`src/rtl/sound_request_arbiter.sv`:
```
// Round-robin arbiter for sound-trigger requests feeding a small ID FIFO
// that the CPU reads and pops over an 8-bit Avalon-MM slave.
//
// Ports:
//   clk, reset_n       clock, async active-low reset
//   req, req_id        per-requester level request and packed sound IDs
//   req_grant          one-cycle one-hot grant pulse
//   address, chipselect, write_n, writedata, readdata
//                      Avalon-MM slave (1-cycle registered read)
//   sound_id_out       registered FIFO head ID (0 when empty)
//   sound_valid        registered FIFO non-empty flag
//   irq                irq_en & sound_valid
module sound_request_arbiter #(
    parameter int NUM_REQ    = 4,
    parameter int ID_W       = 4,
    parameter int FIFO_DEPTH = 4
) (
    input  logic                    clk,
    input  logic                    reset_n,
    input  logic [NUM_REQ-1:0]      req,
    input  logic [NUM_REQ*ID_W-1:0] req_id,
    output logic [NUM_REQ-1:0]      req_grant,
    input  logic [1:0]              address,
    input  logic                    chipselect,
    input  logic                    write_n,
    input  logic [7:0]              writedata,
    output logic [7:0]              readdata,
    output logic [ID_W-1:0]         sound_id_out,
    output logic                    sound_valid,
    output logic                    irq
);

    localparam int RW = $clog2(NUM_REQ);
    localparam int IW = RW + 1;
    localparam int PW = $clog2(FIFO_DEPTH);
    localparam int CW = PW + 1;
    localparam logic [CW-1:0] DEPTH_C = CW'(FIFO_DEPTH);
    localparam logic [IW-1:0] NREQ_C  = IW'(NUM_REQ);

    logic [NUM_REQ-1:0] grant_q, grant_d;
    logic [RW-1:0]      rr_q, rr_d;
    logic [ID_W-1:0]    mem_q [FIFO_DEPTH];
    logic [PW-1:0]      head_q, head_d;
    logic [PW-1:0]      tail_q, tail_d;
    logic [CW-1:0]      count_q, count_d;
    logic [ID_W-1:0]    id_q, id_d;
    logic               valid_q, valid_d;
    logic               irq_en_q, irq_en_d;
    logic [7:0]         rdata_q, rdata_d;

    logic               wr;
    logic               pop;
    logic               flush;
    logic               enq;
    logic               found;
    logic               grant_ok;
    logic [NUM_REQ-1:0] elig;
    logic [RW-1:0]      win;
    logic [ID_W-1:0]    win_id;
    logic [IW-1:0]      idx;

    always_comb begin
        wr    = chipselect & ~write_n;
        pop   = wr && (address == 2'd2) && (count_q != '0);
        flush = wr && (address == 2'd3) && writedata[0];

        // A requester still seeing its grant pulse is masked so the
        // cycle in which it drops req cannot win a second time.
        elig  = req & ~grant_q;

        found = 1'b0;
        win   = '0;
        idx   = '0;
        for (int k = 0; k < NUM_REQ; k++) begin
            idx = {1'b0, rr_q} + IW'(k);
            if (idx >= NREQ_C) begin
                idx = idx - NREQ_C;
            end
            if (!found && elig[idx[RW-1:0]]) begin
                found = 1'b1;
                win   = idx[RW-1:0];
            end
        end

        grant_ok = found && (count_q < DEPTH_C) && !flush;

        grant_d = '0;
        win_id  = '0;
        for (int i = 0; i < NUM_REQ; i++) begin
            if (RW'(i) == win) begin
                win_id = req_id[i*ID_W +: ID_W];
            end
            grant_d[i] = grant_ok && (RW'(i) == win);
        end

        // ID 0 means "no sound": granted, never queued.
        enq = grant_ok && (win_id != '0);

        rr_d = rr_q;
        if (grant_ok) begin
            rr_d = (win == RW'(NUM_REQ - 1)) ? '0 : win + RW'(1);
        end

        if (flush) begin
            head_d  = '0;
            tail_d  = '0;
            count_d = '0;
        end else begin
            head_d  = head_q + PW'(pop);
            tail_d  = tail_q + PW'(enq);
            count_d = count_q + CW'(enq) - CW'(pop);
        end

        // Bypass the entry being written when it becomes the head.
        if (count_d == '0) begin
            id_d = '0;
        end else if (enq && (head_d == tail_q)) begin
            id_d = win_id;
        end else begin
            id_d = mem_q[head_d];
        end
        valid_d = (count_d != '0);

        irq_en_d = irq_en_q;
        if (wr && (address == 2'd3)) begin
            irq_en_d = writedata[1];
        end

        rdata_d = '0;
        if (chipselect) begin
            unique case (address)
                2'd0: rdata_d[ID_W-1:0] = id_q;
                2'd1: begin
                    rdata_d[7:4] = 4'(count_q);
                    rdata_d[1]   = (count_q == DEPTH_C);
                    rdata_d[0]   = (count_q == '0);
                end
                2'd3: rdata_d[1] = irq_en_q;
                default: rdata_d = '0;
            endcase
        end
    end

    always_ff @(posedge clk or negedge reset_n) begin
        if (!reset_n) begin
            grant_q  <= '0;
            rr_q     <= '0;
            head_q   <= '0;
            tail_q   <= '0;
            count_q  <= '0;
            id_q     <= '0;
            valid_q  <= 1'b0;
            irq_en_q <= 1'b0;
            rdata_q  <= '0;
            for (int i = 0; i < FIFO_DEPTH; i++) begin
                mem_q[i] <= '0;
            end
        end else begin
            grant_q  <= grant_d;
            rr_q     <= rr_d;
            head_q   <= head_d;
            tail_q   <= tail_d;
            count_q  <= count_d;
            id_q     <= id_d;
            valid_q  <= valid_d;
            irq_en_q <= irq_en_d;
            rdata_q  <= rdata_d;
            if (enq) begin
                mem_q[tail_q] <= win_id;
            end
        end
    end

    assign req_grant    = grant_q;
    assign readdata     = rdata_q;
    assign sound_id_out = id_q;
    assign sound_valid  = valid_q;
    assign irq          = irq_en_q & valid_q;

endmodule

```
`config.mk`:
```
export PLATFORM = sky130hd
export DESIGN_NAME = sound_request_arbiter
export DESIGN_NICKNAME = d
export VERILOG_FILES = /design/src/rtl/sound_request_arbiter.sv
export SDC_FILE = /design/constraint.sdc
export NUM_CORES = 1
export LEC_CHECK = 0
export BUFFER_PORTS_ARGS = -buffer_cell sky130_fd_sc_hd__buf_2
export CAP_MARGIN = 30
export CORE_MARGIN = 5
export CORE_UTILIZATION = 54
export DETAILED_ROUTE_END_ITERATION = 8
export GPL_ROUTABILITY_DRIVEN = 0
export PLACE_DENSITY_LB_ADDON = 0.2
export SLEW_MARGIN = 20
export SYNTH_ARGS = -nofsm -noshare
export SYNTH_HDL_FRONTEND = slang
export SYNTH_SLANG_ARGS = --single-unit
export TNS_END_PERCENT = 5
```
`constraint.sdc`:
```
create_clock -name clk -period 4.65 [get_ports clk]
set_input_delay 0.2325 -clock clk [delete_from_list [all_inputs] [get_ports clk]]
set_output_delay 0.2325 -clock clk [all_outputs]
set_load 0.02 [all_outputs]
```
==> run summary, run 1 <==
The count of nets left with antenna violations once routing finished came out at 0. For the leakage power, the log shows 0.00132 uW. From bottom edge to top edge, the die measures 75.6 um. By area, the combinational part of the netlist is dominated by simple AND/OR/NAND/NOR gates. After synthesis, the share of cell area in mux cells is 12.6%. After detailed placement, the total cell area comes to 2580 um2. After clock tree synthesis, the clock-pin slew on the worst setup and hold paths is 80 ps. The data required time at the worst endpoint was 4810 ps.

Global routing finished with a remaining overflow of 0. For the number of H-tree branching levels, the log shows 2. The share of synthesized registers carrying an async set or reset was 100%.

STA classifies the critical path startpoint as a register. Dividing the detail-routed wire length by the instance count gives 14.4 um. The number of antenna diodes in the final layout is 0.

The number of global-route vias before repair came out at 1760. After Yosys synthesis, and, or, nand and nor cells account for 16.5% of the synthesized area. The total negative slack for setup checks is 0 ps, and the adder-cell area share of the yosys netlist is 5.17%. In this run the tool buffered the top-level ports with 44 buffer cells.

The average via count per standard cell works out to 5.47. The tools report the area taken by flip-flops and latches as 1050 um2. The floorplan has 23 rows. In the final layout, the share of cells above drive strength 1 is 23.2%.

The tools report the number of endpoints with negative hold slack in the final report as 0. STA classifies the critical path endpoint as a register. The run gives 261 as the synthesized netlist net count.

Across all layers, the routed design uses 1733 vias. Relative area change from synthesis to final layout: 16.1%. The final critical path time including I/O delays and setup came out at 4210 ps. The worst pin sits at a relative slew slack of 45.1%. In this run, distinct cell masters in the synthesized netlist total 46. The largest net degree at the start of global routing is 43, and the worst setup timing slack at the placement stage is 313 ps. The clock arrives with 8.37 ps of skew. The floorplan step set the die width to 75.6 um.

The wire length of the first global-routing pass was 7890 um. The actual slew at the worst max-slew pin is 821 ps, and the placed wire-length estimate is 3530 um. The slowest stage of the critical path belongs to the cell dfrtp_1. Setup repair after global routing left no endpoint under its margin. The primary flip-flop cell chosen by synthesis mapping is dfrtp_1. In this run the mean area of a mapped cell was 10.7 um2. Library cell used as clock root buffer: clkbuf_8.

The register-to-register setup slack is 440 ps, and the first-pass iteration count of the detailed router is 4. The run gives 0 as the final count of pins violating max slew. The cell area after layout came out at 2700 um2.

In this run the worst hold path is classified as input pin to register. In this run the worst setup path begins at req_grant[2]. For the area of the mapped netlist, the log shows 2320 um2.

The final count of negative-setup-slack endpoints was 0. The post-detailed-route DRC marker count was 0; the floorplan die area was 5720 um2. The worst-case IR drop observed on VDD is 373 uV. Top cell family by delay on the critical path: compound AO/OA/AOI/OAI gates. The category of the critical setup timing path was register to register. The fraction of the mapped netlist area in compound gates was 13.7%; the effective utilization at floorplan was 56.9%. Summing the sequential cell areas from Yosys gives 45.2% of the chip area. The count of cell instances traversed by the critical path works out to 21.

The tightest hold path in the finished design has a slack of 174 ps. The number of buffers and inverters on the critical path came out at 4. After the last flow step, the layout net total stands at 309. Counting along the longest clock path gives a buffer depth of 2. The worst path setup slack after routing is 439 ps.

The synthesized design devotes to its leading area cell type 45.2% of total area. The last element of the critical path is sound_id_out[2]. At the worst endpoint, the arrival time is 4370 ps. The run finished with clean final reports.

For this run, the number of Yosys warnings is 0. Traced cell by cell, the critical path runs through nor2b_1, nand2_1, o22a_1, o21ai_1, inv_1, ha_1, nand2b_1, a2bb2oi_1, a22oi_1, a21oi_1, inv_1, ha_1, inv_1, ha_1, inv_1, fa_1, xnor3_1, a21oi_1, a211o_2, o211ai_1, mux2i_1. After filler insertion, the fill cell instance count of the layout stands at 333.

The tools report the gate count after technology mapping as 218. The initial antenna violation count is 0, and the maximum frequency from static timing analysis is 237 MHz. The clock sink total is 42. The overall routing resource usage was 18.3%; the top-level port count was 52.

Ranked by total cell area, the synthesized netlist is headed by dfrtp_1 (45%), mux2_1 (7.8%), ha_1 (4.3%). Max-cap violations in this run came to 0. The region available for standard cell placement spans 4090 um2.

The final layout contains routed wiring with a total length of 4570 um. By instance count, the cell type seen most on the critical path is inv_1. After Yosys synthesis, XOR and XNOR cells account for 2.48% of the synthesized area. The tools report the TritonCTS buffer count as 5. The destination of the worst register-to-register timing path was sound_id_out[2]. After layout, the worst path uses 90.6% of the clock period. Beginning of the worst register-to-register path: req_grant[2]. TritonCTS built the clock tree.

The initial DRC count is 40, and the cell count of the worst reg-to-reg path is 21. Of all nets on the critical path, the largest fanout is 9. In this design, the stage delay of the slowest critical-path cell is 370 ps. For the worst-skew pair, the clock arrives at the later sink with an insertion delay of 290 ps.

Largest area contributor in the synthesized netlist: dfrtp_1. In this run the power density over the cells is 744 nW/um2. The buffer count from post-CTS setup fixing was 0; the count of flip-flops with a built-in enable after synthesis was 0. In this run, synthesis produced a sequential element count of 42. Area of combinational cells with multiple inputs: 1180 um2.
worst min-delay path by stage:
stage	cells past startpoint	start	to
global route	2	writedata[1]	irq_en_q
detailed placement	1	reset_n	req_grant[2]
finish	2	writedata[1]	irq_en_q
global placement	1	reset_n	req_grant[1]
floorplan	0	reset_n	count_q[0]
CTS	1	reset_n	req_grant[2]
area by class of cell:
cell class              count  share of cell area [%]
multi-input cells         157                    43.6
well taps                  50                    2.32
clock buffers               7                    3.20
clock inverters             1                   0.185
repair buffers             50                    10.4
inverters                  10                    1.39
flip-flops and latches     42                    38.9
cell usage after synthesis (all sizes together), types with 2 or more instances:
cell     count
dfrtp       42
nor2        19
mux2        18
nand2       15
a21oi       11
and2        11
inv         10
mux2i        9
ha           8
o211ai       7
a2bb2oi      6
buf          6
nor2b        6
a2111o       4
nand2b       4
nor3         4
nor3b        4
and3         3
clkbuf       3
o21ai        3
a221oi       2
a22oi        2
nand3b       2
xnor2        2
xor2         2
cell families after synthesis:
logic type / after synthesis
compound gates: 42
xor+xnor: 5
fa+ha+maj: 9
buf+inv: 19
flops: 42
mux: 27
other cells: 1
simple gates: 73
placed cells by master (no fill, tap or decap), types with 2 or more instances in the layout:
master,instances
buf_4,4
nand2_1,15
ha_1,8
nor3b_1,4
mux2_2,2
clkbuf_8,6
xor2_1,2
nor2_1,19
nand3b_1,2
mux2i_1,9
xnor2_1,2
a2bb2oi_1,6
nand2b_1,4
mux2_1,16
a2111o_1,4
and2_1,10
a21oi_1,11
o21ai_0,2
a22oi_1,2
and3_1,3
o211ai_1,7
dfrtp_1,42
nor3_1,4
inv_1,10
nor2b_1,6
buf_2,44
layer usage:
layer	track usage [%]	vias to the layer above	routed length (um)
met5	0	-	0
met4	5.24	0	61
met3	4.35	5	210
met2	30.4	32	2220
met1	24.0	819	2080
li1	-	877	-
timing repair:
item                                    in CTS  in global routing
endpoints found under the setup margin       0                  4
hold buffers                                 0                  1
hold endpoints to repair                     0                  7
resized for setup                            0                  2
registers in the layout (all words and copies together), names as in the netlist:
signal / count
irq_en_q: 1
sound_valid: 1
req_grant: 4
rr_q: 2
count_q: 3
mem_q: 16
sound_id_out: 4
tail_q: 2
head_q: 2
readdata: 7
through the flow:
step	std cells	power [uW]	util (%)
final	317	2010	66.0
after CTS	315	2020	65.3
after floorplan	218	1450	-
after global placement	307	1740	63.0
after detailed placement	307	1770	63.0
after global routing	317	2200	66.0
power breakdown:
group / internal [uW] / switching [uW] / leakage, uW / total [uW]
Combinational: 511 / 619 / 0.000746 / 1130
Clock: 120 / 120 / 0.0000482 / 240
Sequential: 529 / 109 / 0.000522 / 638
Total: 1160 / 848 / 0.00132 / 2010
Note: power is estimated with default switching activity, not from simulation.
==> run 2, diff against run 1 <==
--- a/config.mk
+++ b/config.mk
@@ -12,6 +12,7 @@
 export DETAILED_ROUTE_END_ITERATION = 8
 export GPL_ROUTABILITY_DRIVEN = 0
 export PLACE_DENSITY_LB_ADDON = 0.2
+export RECOVER_POWER = 100
 export SLEW_MARGIN = 20
 export SYNTH_ARGS = -nofsm -noshare
 export SYNTH_HDL_FRONTEND = slang
==> run 2 against run 1 <==
Effect of this change: the flow now finishes with violations (capacitance limit, slew limit); power decreased by 1.3%; maximum frequency increased by 0.14%; final area shrank 1.6%; hold slack is essentially flat; via count increased by 0.40%; critical path type unchanged.
==> run summary, run 2 (same netlist as run 1, synthesis figures left out) <==
For the first-pass iteration count of the detailed router, the log shows 4 (unchanged). The type of the worst min-delay path is input pin to register (unchanged). Residual overflow from global routing: 0 (unchanged). The count of placed standard cells in the final layout, fillers left out came out at 317 (unchanged). The run gives 4800 ps (was 4810 ps) as the data required time at the worst endpoint. Post-route clock skew: 8.68 ps (was 8.37 ps). The run gives 0 (unchanged) as the remaining antenna violation count. The largest net degree at the start of global routing was 43 (unchanged); the cell area after layout was 2660 um2 (was 2700 um2). The via count was 1740 (was 1733); the peak supply drop was 366 uV (was 373 uV).

The tools report the final count of negative-setup-slack endpoints as 0 (unchanged). Horizontal die dimension: 75.6 um (unchanged). The run gives 52 (unchanged) as the top-level port count.

The destination of the worst register-to-register timing path was sound_id_out[3] (was sound_id_out[2]). The run gives 56.9% (unchanged) as the effective utilization at floorplan. Sequence of cells on the critical path: nor2b_1, nand2_1, o22a_1, o21ai_1, inv_1, ha_1, nand2b_1, a2bb2oi_1, a22oi_1, a21oi_1, inv_1, ha_1, inv_1, ha_1, inv_1, fa_1, xnor3_1, a21oi_1, a211o_2, o211ai_1, mux2i_1 (unchanged). For the number of inserted filler cells in the final layout, the log shows 347 (was 333). The overall routing resource usage came out at 18.3% (unchanged). The tools report the launch point of the critical path as req_grant[2] (unchanged).

The category of the critical setup timing path is register to register (unchanged). The kind of end point of the critical path is a register (unchanged). The capture endpoint of the worst hold path is irq_en_q (unchanged).

The total power density per cell area was 746 nW/um2 (was 744 nW/um2). The tools report the number of endpoints with negative hold slack in the final report as 0 (unchanged). The number of stages on the worst hold path was 2 (unchanged); the total number of nets in the final design was 309 (unchanged). The final critical path time including I/O delays and setup is 4210 ps (about the same), and the initial antenna violation count is 0 (unchanged). The relative area change from synthesis to final layout works out to 14.2% (was 16.1%). The run gives 2580 um2 (unchanged) as the post-detailed-placement cell area. Maximum frequency from static timing analysis: 238 MHz (was 237 MHz). The largest stage delay on the critical path is 380 ps (was 370 ps), and the clock sink total is 42 (unchanged). The actual slew at the worst max-slew pin was 1780 ps (was 821 ps).

The share of layout cells above drive strength 1 is 15.4% (was 23.2%), and the number of H-tree branching levels is 2 (unchanged). The maximum fanout encountered on the critical timing path is 9 (unchanged). The flip-flop count of the largest register after layout is 16 (unchanged), and the floorplan die area is 5720 um2 (unchanged). The max-cap violation count is 1 (was 0).

The most flop-heavy register is mem_q (unchanged). The checks that failed: capacitance limit, slew limit. The CTS clock-pin slew for the worst setup and hold paths works out to 80 ps (about the same).

Setup repair after global routing left no endpoint under its margin. The total inserted antenna cells was 0 (unchanged). The initial DRC count was 47 (was 40).

For the buffer count from post-CTS setup fixing, the log shows 0 (unchanged). The final count of pins violating max slew was 36 (was 0). The tools report the startpoint of the tightest hold check path as writedata[1] (unchanged).

The count of port buffers added during placement is 44 (unchanged). Wire length of the first global-routing pass: 7890 um (unchanged). The tools report the TritonCTS buffer count as 5 (unchanged). The floorplan core area was 4090 um2 (unchanged). The number of placement rows was 23 (unchanged); the worst hold slack was 174 ps (about the same). The cell count of the worst reg-to-reg path is 21 (unchanged).

The beginning of the worst register-to-register path was req_grant[2] (unchanged). The number of placed cells counting well taps came out at 307 (unchanged). The most common cell after layout, fill and taps aside was dfrtp_1 (was buf_2). The die extent in y came out at 75.6 um (unchanged). The logs give 1760 (unchanged) for the number of global-route vias before repair and 4560 um (was 4570 um) for the routed wire length.

The placed wire-length estimate came out at 3530 um (unchanged). The sort of element at the start of the critical path was a register (unchanged). The per-cell routed wire length was 14.4 um (about the same). Signal arrival time at the worst endpoint: 4360 ps (was 4370 ps). The average via count per standard cell was 5.49 (was 5.47); the total negative slack for setup checks was 0 ps (unchanged).

The run gives 290 ps (about the same) as the clock insertion delay at the later pin of the skew report. The area of combinational cells with multiple inputs is 1180 um2 (unchanged), and the leakage power is 0.00123 uW (was 0.00132 uW). TritonCTS built the clock tree. Commonest cells after routing, fill and taps aside: dfrtp_1 (42), buf_2 (25), clkbuf_1 (22), nor2_1 (19), mux2_1 (16) (was buf_2 (44), dfrtp_1 (42), nor2_1 (19), mux2_1 (16), nand2_1 (15)). The dominant cell type by count on the critical path was inv_1 (unchanged). The tools report the area taken by flip-flops and latches as 1050 um2 (unchanged). The logs give -18.8% (was 45.1%) for the relative max-transition margin and 440 ps (about the same) for the register-to-register setup slack.

The run finished, with violations left. Post-detailed-route DRC marker count: 0 (unchanged). The tools report the library cell used as clock root buffer as clkbuf_8 (unchanged). The master of the slowest instance on the critical path is dfrtp_1 (unchanged). The post-route fraction of the period consumed by the critical path came out at 90.4% (was 90.6%). The maximum clock insertion buffer count is 2 (unchanged).
run 2: changes by cell type in the layout (fill, tap and decap cells not counted):
cell,previous run,this run
clkbuf_1,1,22
and2_1,10,7
and2_0,0,3
buf_12,1,0
buf_4,4,3
buf_2,44,25
run 2: area by class of cell:
cell class                      instances  area share [%]
Multi-Input combinational cell        157            44.3
Sequential cell                        42            39.6
Timing Repair Buffer                   50            8.91
Clock buffer                            7            3.25
Tap cell                               50            2.36
Inverter                               10            1.41
Clock inverter                          1           0.189
run 2: worst max path at each step:
| stage | endpoint | slack, ps |
|---|---|---|
| after floorplan | sound_id_out[1] | 250 |
| after CTS | sound_id_out[1] | 280 |
| final | sound_id_out[3] | 440 |
| after global routing | sound_id_out[1] | 20 |
| after detailed placement | sound_id_out[1] | 310 |
| after global placement | sound_id_out[1] | 370 |
run 2: per-layer routing:
metal / routed length, um / vias up / GRT usage (%) / share of wire [%]
met1: 2050 / 827 / 24.0 / 45
met5: 0 / - / 0 / 0
met3: 229 / 6 / 4.35 / 5.0
li1: - / 875 / - / -
met2: 2210 / 32 / 30.4 / 49
met4: 64 / 0 / 5.24 / 1.4
run 2: what timing repair did:
action	CTS	global route
resized for setup	0	2
hold endpoints to repair	0	7
setup endpoints to repair	0	4
hold buffers	0	1
run 2: where the power goes:
part,internal (uW),leakage (uW),switching (uW)
Clock,120,0.0000482,120
Combinational,487,0.000664,617
Sequential,529,0.000522,110
Total,1140,0.00123,846
run 2: worst max-delay path, delay by kind of cell (launching register included):
| family | cells | cell delay [ps] |
|---|---|---|
| flops | 1 | 380 |
| fa+ha+maj | 4 | 1040 |
| xor+xnor | 1 | 200 |
| simple gates | 3 | 580 |
| mux | 1 | 100 |
| buf+inv | 4 | 300 |
| compound gates | 8 | 1460 |
run 2: per-stage QoR:
stage / power (uW) / util (%) / setup WS [ps]
floorplan: 1450 / - / 245
detailed placement: 1770 / 63.0 / 313
global route: 2170 / 65.0 / 16.9
finish: 1980 / 65.0 / 445
global placement: 1740 / 63.0 / 370
CTS: 2020 / 65.3 / 281
==> run 3, diff against run 2 <==
--- a/config.mk
+++ b/config.mk
@@ -13,6 +13,7 @@
 export GPL_ROUTABILITY_DRIVEN = 0
 export PLACE_DENSITY_LB_ADDON = 0.2
 export RECOVER_POWER = 100
+export SKIP_LAST_GASP = 1
 export SLEW_MARGIN = 20
 export SYNTH_ARGS = -nofsm -noshare
 export SYNTH_HDL_FRONTEND = slang
==> constraint.sdc (replaced) <==
create_clock -name clk -period 4.65 [get_ports clk]
set_input_delay 1.395 -clock clk [delete_from_list [all_inputs] [get_ports clk]]
set_output_delay 1.395 -clock clk [all_outputs]
set_load 0.02 [all_outputs]
==> run 3 against run 2 <==
Effect of this change: the run ends with capacitance limit, slew limit, setup timing left; via count is 7.7% higher; core utilization grew 5.6 points; global-route usage increased by 0.63 points; routed wire length is 10% higher; final area rose by 8.6%; first-iteration DRC count increased by 100%; power grew 20%; clock-buffer cell count stayed put; final cell count increased by 5.0%; maximum frequency fell by 9.9%; sequential power about the same; combinational power grew 32%; critical path type is now input pin to register; largest power group unchanged; highest routed layer unchanged.
==> run summary, run 3 (same netlist as run 1, synthesis figures left out) <==
Setup repair after global routing could not meet its margin everywhere. Commonest cells after routing, fill and taps aside: dfrtp_1 (42), buf_2 (30), nor2_1 (19), buf_4 (19), clkbuf_1 (18) (was dfrtp_1 (42), buf_2 (25), clkbuf_1 (22), nor2_1 (19), mux2_1 (16)). The per-cell routed wire length works out to 15.1 um (was 14.4 um). For the floorplan die area, the log shows 5720 um2 (unchanged).

The net switching fraction of the power was 40.8% (was 42.7%). The max-cap violation count is 1 (unchanged), and the total number of nets in the final design is 325 (was 309). Master of the slowest instance on the critical path: a2111o_1 (was dfrtp_1). The number of placement rows is 23 (unchanged). The run gives 4820 ps (was 4800 ps) as the data required time at the worst endpoint. The tools report the capture endpoint of the worst hold path as mem_q[5] (was irq_en_q). The most common cell after layout, fill and taps aside is dfrtp_1 (unchanged).

The largest stage delay on the critical path is 450 ps (was 380 ps). The relative area change from synthesis to final layout is 24.1% (was 14.2%). The sort of element at the start of the critical path was an input pin (was a register). The cell-internal power is 1400 uW (was 1140 uW). The number of endpoints with negative hold slack in the final report was 0 (unchanged); the residual overflow from global routing was 0 (unchanged). The run gives 11.9% (was 12.1%) as the power share of the clock group.

Effective utilization at floorplan: 56.9% (unchanged). Share of layout cells above drive strength 1: 28.3% (was 15.4%). Failing checks: capacitance limit, slew limit, setup timing (was capacitance limit, slew limit).

For the largest net degree at the start of global routing, the log shows 43 (unchanged). Destination of the worst register-to-register timing path: mem_q[11] (was sound_id_out[3]). The number of placed cells counting well taps was 315 (was 307).

The run gives 214 MHz (was 238 MHz) as the maximum frequency from static timing analysis. The peak supply drop is 431 uV (was 366 uV), and the routed wire length is 5020 um (was 4560 um). The run gives 5 (unchanged) as the TritonCTS buffer count.

The total power density per cell area came out at 822 nW/um2 (was 746 nW/um2). The worst hold slack came out at 495 ps (was 174 ps). The number of stages on the worst hold path came out at 1 (was 2). The startpoint of the tightest hold check path was mem_q[5] (was writedata[1]). The flip-flop count of the largest register after layout was 16 (unchanged); the maximum clock insertion buffer count was 2 (unchanged).

The number of buffers and inverters on the critical path was 10 (was 4). TritonCTS built the clock tree. The overall routing resource usage was 18.9% (was 18.3%); the final critical path time including I/O delays and setup was 4670 ps (was 4210 ps).

For the clock insertion delay at the later pin of the skew report, the log shows 290 ps (about the same). For the via count, the log shows 1874 (was 1740). The dominant cell type by count on the critical path is buf_4 (was inv_1).

The average via count per standard cell came out at 5.63 (was 5.49). The flow ran to the end, but the final reports show violations. The number of inserted filler cells in the final layout was 323 (was 347). The run gives 0 (unchanged) as the total inserted antenna cells. The remaining antenna violation count was 0 (unchanged). The post-route clock skew came out at 5.04 ps (was 8.68 ps). The wire length of the first global-routing pass was 8140 um (was 7890 um); the clock sink total was 42 (unchanged). The run gives 0 (unchanged) as the initial antenna violation count. The CTS clock-pin slew for the worst setup and hold paths is 70 ps (was 80 ps), and the number of H-tree branching levels is 2 (unchanged). The run gives 33 (was 36) as the final count of pins violating max slew. The run gives 0 (unchanged) as the post-detailed-route DRC marker count.

Sequence of cells on the critical path: buf_2, nor2b_2, a21o_1, nand2_1, a21oi_1, or2_4, ha_4, nand3b_1, a221oi_2, a21oi_2, buf_4, buf_4, buf_4, buf_4, buf_4, buf_4, buf_4, buf_4, buf_4, a2111o_1, mux2_1 (was nor2b_1, nand2_1, o22a_1, o21ai_1, inv_1, ha_1, nand2b_1, a2bb2oi_1, a22oi_1, a21oi_1, inv_1, ha_1, inv_1, ha_1, inv_1, fa_1, xnor3_1, a21oi_1, a211o_2, o211ai_1, mux2i_1). For the register-to-register setup slack, the log shows 820 ps (was 440 ps). The first-pass iteration count of the detailed router is 4 (unchanged), and the placed wire-length estimate is 3610 um (was 3530 um).

The most flop-heavy register was mem_q (unchanged). The total negative slack for setup checks is -157 ps (was 0 ps), and the relative max-transition margin is -9.74% (was -18.8%). The run gives -19.5 ps (was 445 ps) as the worst path setup slack after routing. The tools report the fraction of power consumed by sequential logic as 27.1% (was 32.2%). The logs give 0 (unchanged) for the total of hold buffers inserted after clock tree synthesis and 61.0% (was 55.7%) for the proportion of power drawn by combinational gates. The tools report the count of placed standard cells in the final layout, fillers left out as 333 (was 317). The global-route track usage on met1 came out at 23.8% (was 24.0%). The run gives 4.49% (was 4.35%) as the met3 track demand over resource in global routing.

The met2 global-route usage is 33.0% (was 30.4%). Category of the critical setup timing path: input pin to register (was register to register). The count of port buffers added during placement is 44 (unchanged). The type of the worst min-delay path is register to register (was input pin to register). The tools report the library cell used as clock root buffer as clkbuf_8 (unchanged).

Top-level port count: 52 (unchanged). Post-route fraction of the period consumed by the critical path: 100% (was 90.4%). The beginning of the worst register-to-register path was req_grant[2] (unchanged).

The maximum fanout encountered on the critical timing path came out at 5 (was 9). The leakage power came out at 0.00134 uW (was 0.00123 uW). Actual slew at the worst max-slew pin: 1650 ps (was 1780 ps). The signal arrival time at the worst endpoint is 4840 ps (was 4360 ps).

The peak-usage layer in the global routing report is met2 (unchanged). For the number of global-route vias before repair, the log shows 1776 (was 1760). The cell count of the worst reg-to-reg path is 20 (was 21), and the die extent in y is 75.6 um (unchanged). Top cell family by delay on the critical path: buffers and inverters (was compound AO/OA/AOI/OAI gates). The run gives 967 uW (was 846 uW) as the total net switching power. The horizontal die dimension works out to 75.6 um (unchanged). The utilization after layout came out at 70.6% (was 65.0%). The tools report the final count of negative-setup-slack endpoints as 16 (was 0).

The initial DRC count was 96 (was 47); the floorplan core area was 4090 um2 (unchanged). The kind of end point of the critical path was a register (unchanged).
run 3: worst max path at each step:
stage	slack (ps)	startpoint	to	depth (start not counted)
finish	-20	req[0]	mem_q[11]	21
global route	-220	req[0]	sound_id_out[2]	22
CTS	10	req[0]	sound_id_out[3]	22
detailed placement	-520	req[0]	sound_id_out[3]	22
global placement	-450	req[0]	sound_id_out[1]	22
floorplan	-280	req[0]	sound_id_out[0]	23
run 3: timing repair:
item | CTS | global route
setup buffers | 8 | 0
gates cloned | 1 | 0
pin swaps | 6 | 0
endpoints found under the setup margin | 5 | 21
gates resized for setup | 11 | 1
run 3: metal layers:
layer | up-vias | wire length (um)
met1 | 912 | 2180
met5 | - | 0
met2 | 48 | 2530
li1 | 908 | -
met4 | 0 | 51
met3 | 6 | 255
run 3: per-stage QoR:
stage	power, uW	cell area (um2)	worst slack, ps
6_report	2370	2880	-19.5
5_1_grt	2550	2880	-220
4_1_cts	2350	2900	12.3
3_5_place_dp	1880	2680	-519
3_3_place_gp	1850	2680	-450
2_1_floorplan	1530	2390	-275
run 3: power groups by stage:
stage | registers, uW | clock network (uW) | logic, uW
after floorplan | 671 | 0 | 860
final | 642 | 281 | 1450
after global placement | 640 | 0 | 1210
after detailed placement | 643 | 0 | 1240
after global routing | 661 | 307 | 1590
after CTS | 639 | 287 | 1420
run 3: layout make-up:
cell class              count  area [um2]  share of cell area (%)
inverters                  10        37.5                    1.30
multi-input cells         158        1270                    44.2
clock inverters             1        30.0                    1.04
flip-flops and latches     42        1050                    36.4
well taps                  50        62.6                    2.17
clock buffers               7        76.3                    2.65
repair buffers             65         353                    12.2
